<file path="src/rtl/axis_pack.sv">
// Narrow-to-wide AXI-Stream packer: P_RATIO beats per word, early flush on tlast with tkeep lanes.
// Latency 1 cycle from completing beat to m_axis_tvalid; input stalls while a word is held unconsumed.
// Optional m_axis_word_count output handshake counter under AXIS_PACK_COUNT_EN.
module axis_pack #(
    parameter int P_DATA_WIDTH = 8,
    parameter int P_RATIO      = 4
) (
    input  logic                            clk,
    input  logic                            rst,
    input  logic                            s_axis_tvalid,
    output logic                            s_axis_tready,
    input  logic [P_DATA_WIDTH-1:0]         s_axis_tdata,
    input  logic                            s_axis_tlast,
    output logic                            m_axis_tvalid,
    input  logic                            m_axis_tready,
    output logic [P_DATA_WIDTH*P_RATIO-1:0] m_axis_tdata,
    output logic [P_RATIO-1:0]              m_axis_tkeep,
    output logic                            m_axis_tlast
`ifdef AXIS_PACK_COUNT_EN
    ,
    output logic [31:0]                     m_axis_word_count
`endif
);

    localparam int IW = $clog2(P_RATIO);
    localparam logic [IW-1:0] LAST_IDX = IW'(P_RATIO - 1);

    typedef logic [P_RATIO-1:0][P_DATA_WIDTH-1:0] lanes_t;

    lanes_t               r_acc;
    lanes_t               r_tdata;
    logic [IW-1:0]        r_idx;
    logic [P_RATIO-1:0]   r_tkeep;
    logic                 r_tvalid;
    logic                 r_tlast;

    lanes_t               w_word;
    logic [P_RATIO-1:0]   w_keep;
    logic                 w_accept;
    logic                 w_complete;
    logic                 w_drain;

    // Ready looks through the output register so a draining word can be replaced in the same cycle.
    assign s_axis_tready = !rst && (!r_tvalid || m_axis_tready);
    assign w_accept      = s_axis_tvalid && s_axis_tready;
    assign w_complete    = w_accept && ((r_idx == LAST_IDX) || s_axis_tlast);
    assign w_drain       = r_tvalid && m_axis_tready;

    always_comb begin
        w_word = '0;
        w_keep = '0;
        for (int k = 0; k < P_RATIO; k++) begin
            if (k < int'(r_idx)) begin
                w_word[k] = r_acc[k];
                w_keep[k] = 1'b1;
            end else if (k == int'(r_idx)) begin
                w_word[k] = s_axis_tdata;
                w_keep[k] = 1'b1;
            end
        end
    end

    always_ff @(posedge clk) begin
        if (rst) begin
            r_acc    <= '0;
            r_idx    <= '0;
            r_tdata  <= '0;
            r_tkeep  <= '0;
            r_tlast  <= 1'b0;
            r_tvalid <= 1'b0;
        end else begin
            if (w_drain && !w_complete) begin
                r_tvalid <= 1'b0;
            end
            if (w_complete) begin
                r_tdata  <= w_word;
                r_tkeep  <= w_keep;
                r_tlast  <= s_axis_tlast;
                r_tvalid <= 1'b1;
                r_idx    <= '0;
                r_acc    <= '0;
            end else if (w_accept) begin
                r_acc[r_idx] <= s_axis_tdata;
                r_idx        <= r_idx + IW'(1);
            end
        end
    end

    assign m_axis_tvalid = r_tvalid;
    assign m_axis_tdata  = r_tdata;
    assign m_axis_tkeep  = r_tkeep;
    assign m_axis_tlast  = r_tlast;

`ifdef AXIS_PACK_COUNT_EN
    logic [31:0] r_word_count;

    always_ff @(posedge clk) begin
        if (rst) begin
            r_word_count <= '0;
        end else if (w_drain) begin
            r_word_count <= r_word_count + 32'd1;
        end
    end

    assign m_axis_word_count = r_word_count;
`endif

endmodule

</file>
<file path="config.mk">
export PLATFORM = sky130hd
export DESIGN_NAME = axis_pack
export DESIGN_NICKNAME = d
export VERILOG_FILES = /design/src/rtl/axis_pack.sv
export SDC_FILE = /design/constraint.sdc
export NUM_CORES = 1
export LEC_CHECK = 0
export ABC_AREA = 0
export ABC_CLOCK_PERIOD_IN_PS = 3600
export CAP_MARGIN = 0
export CORE_MARGIN = 5
export CORE_UTILIZATION = 40
export CTS_CLUSTER_SIZE = 25
export DETAILED_ROUTE_END_ITERATION = 7
export SLEW_MARGIN = 10
export SYNTH_ARGS = -nofsm -noshare
export SYNTH_HDL_FRONTEND = slang
export SYNTH_SLANG_ARGS = --single-unit
</file>
<file path="constraint.sdc">
create_clock -name clk -period 3.6 [get_ports clk]
set_input_delay 1.08 -clock clk [delete_from_list [all_inputs] [get_ports clk]]
set_output_delay 1.08 -clock clk [all_outputs]
set_load 0.01 [all_outputs]
</file>
==> metrics.md <==
| Metric | Value |
|---|---|
| Hpwl dp | `approximately 5.2 mm` |
| Tightest Pin Transition | `just over 1 ns` |
| Pre-antenna DRT Iters | `4` |
| Initial Util | `between 40% and 50%` |
| Mapped Cells | `about 310` |
| Vias in the first global route | `2559` |
| Switching part of the total | `27.0%` |
| Antenna violations before repair | `0` |
| CTS max path bufs | `2` |
| Crit path launch type | `input port` |
| # setup viols final | `0` |
| Top_reg_cell synth | `dfxtp_1` |
| Setup TNS | `0 ns` |
| Hold Crit Class | `reg -> reg` |
| Diodes inserted | `0` |
| Min-Delay Path Depth | `2` |
| Dominant cells by area after synthesis | `dfxtp_1 42%, o31ai_1 6.2%, a311oi_2 5.5%, a31oi_1 5.4%, nand4_1 5.0%` |
| Share of cells above drive strength 1 | `around 14%` |
| Post_cts resized | `0` |
| Clock sinks | `64` |
| Final Non-Filler Cells | `~450` |
| Netlist area before placement | `~3000 um^2` |
| EDFF count, synth | `0` |
| Setup ws final | `about 0.28 ns` |
| Worst-path clk slew | `around 0.06 ns` |
| Synth warnings | `0` |
| Syn_area_per_cell | `9.70 um^2` |
| Syn nets | `331` |
| DR DRC count | `0` |
| Library cells used by synthesis | `32` |
| Relative slew slack | `about 31%` |
| Sequential share of power | `50.2%` |
| Final Cell Area | `about 3700 um^2` |
| FF-to-FF Start | `r_idx[1]$_SDFFE_PP0P_` |
| Clock latency on the worst-skew pair | `0.34 ns` |
| Met3 Resource Use GR | `under 10%` |
| R2r worst-path depth | `5` |
| Setup crit end kind | `primary output` |
| 1st-iter DRT viols | `~130` |
| IO buf count | `51` |
| Most numerous cell in the Yosys netlist | `dfxtp_1` |
| Total Nets Final | `363` |
| Top cells by count, synth | `64 x dfxtp_1, 29 x a21oi_1, 26 x a31oi_1` |
| Die Ht | `between 90 and 100 um` |
| Final Hold Viols | `0` |
| Remaining global-route overflow | `0` |
| WL final | `roughly 8.4 mm` |
| Total core area | `between 7000 and 8000 um^2` |
| Top Usage Layer GRT | `met2` |
| Status | `completed` |
| Critical path class | `in -> out` |
| Finished Core Util | `between 50% and 60%` |
| Critical path required time | `approximately 2.5 ns` |
| #FFs+latches synth | `between 60 and 70` |
| Via density | `5.86` |
| P_int | `0.00108 W` |
| F_max | `301 MHz` |
| Pwr/cell area | `between 400 and 500 nW/um^2` |
| Worst endpoint data arrival time | `2.24 ns` |
| Reg2reg setup slack | `about 1.3 ns` |
| Clk pwr share | `36.2%` |
| Worst R2R End | `r_acc[6]$_SDFFE_PP0P_` |
| First-pass GRT wire length | `between 10 and 15 mm` |
| Hold_sp | `m_axis_tkeep[0]$_SDFFE_PP0P_` |
| CP Max Fanout | `2` |
| Ys async rst share | `0%` |
| Placed cell areas | `between 3000 and 4000 um^2` |
| Max Cap Viol | `0` |
| Switching power total | `0.000399 W` |
| Post-synth top area cell | `dfxtp_1` |
| Placed cell count | `between 400 and 500` |
| Peak VDD IR | `between 0.15 and 0.2 mV` |
| GPL Wtd Cong | `about 0.78` |
| Met2 Resource Use GR | `about 27%` |
| Largest net degree at the start of global routing | `36` |
| Dpl ws | `about 0.28 ns` |
| Die area | `between 9000 and 10000 um^2` |
| CTS tree | `done` |
| Tmin final | `3.32 ns` |
| Max-slew violation count | `0` |
| CTS H-tree lvls | `3` |
| Final Skew | `around 0.0072 ns` |
| Synth top area share | `42.3%` |
| Met1 Use GR | `roughly a quarter` |
| Die Wd | `97.0 um` |
| Io pins | `52` |
| Via count | `2625` |
| Post-CTS Setup Bufs | `0` |
| Area grow syn2layout | `21.5%` |
| Lkg Pwr | `about 1.2 nW` |
| Sequential fraction of the synthesis area | `42.3%` |
| Worst Hold Path EP | `m_axis_tkeep[0]$_SDFFE_PP0P_` |
| Fin crit share | `between 90 and 100%` |
| Cts hold-fix bufs | `0` |
| Clock root buffer | `clkbuf_8` |
| DR WL/cell | `around 19 um` |
| # rows | `31` |
| CTS Buf Count | `9` |
| Gr usage total | `approximately 18%` |
| Unrepaired setup endpoints after global routing | `false` |
| Post-DRT Antenna Nets | `0` |
| Logic pwr share | `a little over an eighth` |
## placed cells by master (no fill, tap or decap), types with 2 or more instances in the layout
cell,n
a211oi_2,9
a21oi_1,29
a22o_1,8
a311oi_1,5
a311oi_2,11
a31oi_1,26
buf_4,9
clkbuf_1,3
clkbuf_8,10
clkdlybuf4s50_1,50
clkinv_2,2
dfxtp_1,64
ha_1,6
inv_1,6
mux2i_1,8
nand2_1,16
nand3_1,12
nand3b_1,8
nand4_1,24
nor2_1,2
o21ai_0,2
o31ai_1,25
## registers in the layout, summed over array words and instances, names as in the netlist
name and cells:
m_axis_tkeep 4, m_axis_tvalid 1, m_axis_tlast 1, r_acc 24, r_idx 2, m_axis_tdata 32
## cell type report
cell class                 count  area, um^2
multi-input combinational    202        1510
timing repair buffer          60         573
clock inverter                 3        17.5
sequential                    64        1280
tap                           99         124
clock buffer                  13         149
fill                         731        3610
inverter                       7        26.3
## per-stage QoR
stage,hold WS [ns],power [W]
2_1_floorplan,0.448,0.000877
3_3_place_gp,0.437,0.000957
3_5_place_dp,0.435,0.000958
4_1_cts,0.454,0.00149
5_1_grt,0.486,0.00153
6_report,0.448,0.00148
## kinds of logic (layout without fill, tap and decap cells)
| logic type | count (synthesis) | after routing | share of synthesized area (%) |
|---|---|---|---|
| AO/OA/AOI/OAI | 119 | 119 | 31.1 |
| AND/OR/NAND/NOR | 69 | 69 | 13.4 |
| flip-flops | 64 | 64 | 42.3 |
| buffers and inverters | 46 | 83 | 8.06 |
| multiplexers | 8 | 8 | 2.65 |
| adder cells (fa/ha/maj) | 6 | 6 | 2.48 |
## power groups by stage
stage | combinational, W | sequential [W] | clock [W]
2_1_floorplan | 0.000114 | 0.000763 | 0
3_3_place_gp | 0.000199 | 0.000757 | 0
3_5_place_dp | 0.000200 | 0.000758 | 0
4_1_cts | 0.000201 | 0.000742 | 0.000547
5_1_grt | 0.000216 | 0.000744 | 0.000567
6_report | 0.000201 | 0.000742 | 0.000534
## worst max-delay path by stage
stage                     slack [ns]  cells past startpoint             to     startpoint
after floorplan                 0.78                      3  s_axis_tready            rst
after global placement          0.29                      4  s_axis_tready  m_axis_tready
after detailed placement        0.28                      4  s_axis_tready  m_axis_tready
after CTS                       0.27                      4  s_axis_tready  m_axis_tready
after global routing            0.24                      4  s_axis_tready  m_axis_tready
final                           0.28                      4  s_axis_tready  m_axis_tready
## layer usage
layer  wire, um  vias up  share of wire (%)
li1           -     1272                  -
met1       3870     1270                 46
met2       3930       76                 47
met3        502        7                6.0
met4        127        0                1.5
met5          0        -                  0
## worst max-delay path, cell delays in order
cell	delay, ns
clkdlybuf4s50_1	0.49
nor2b_2	0.05
nor2_1	0.08
clkdlybuf4s50_1	0.54
Power figures use the tool's default switching activity.
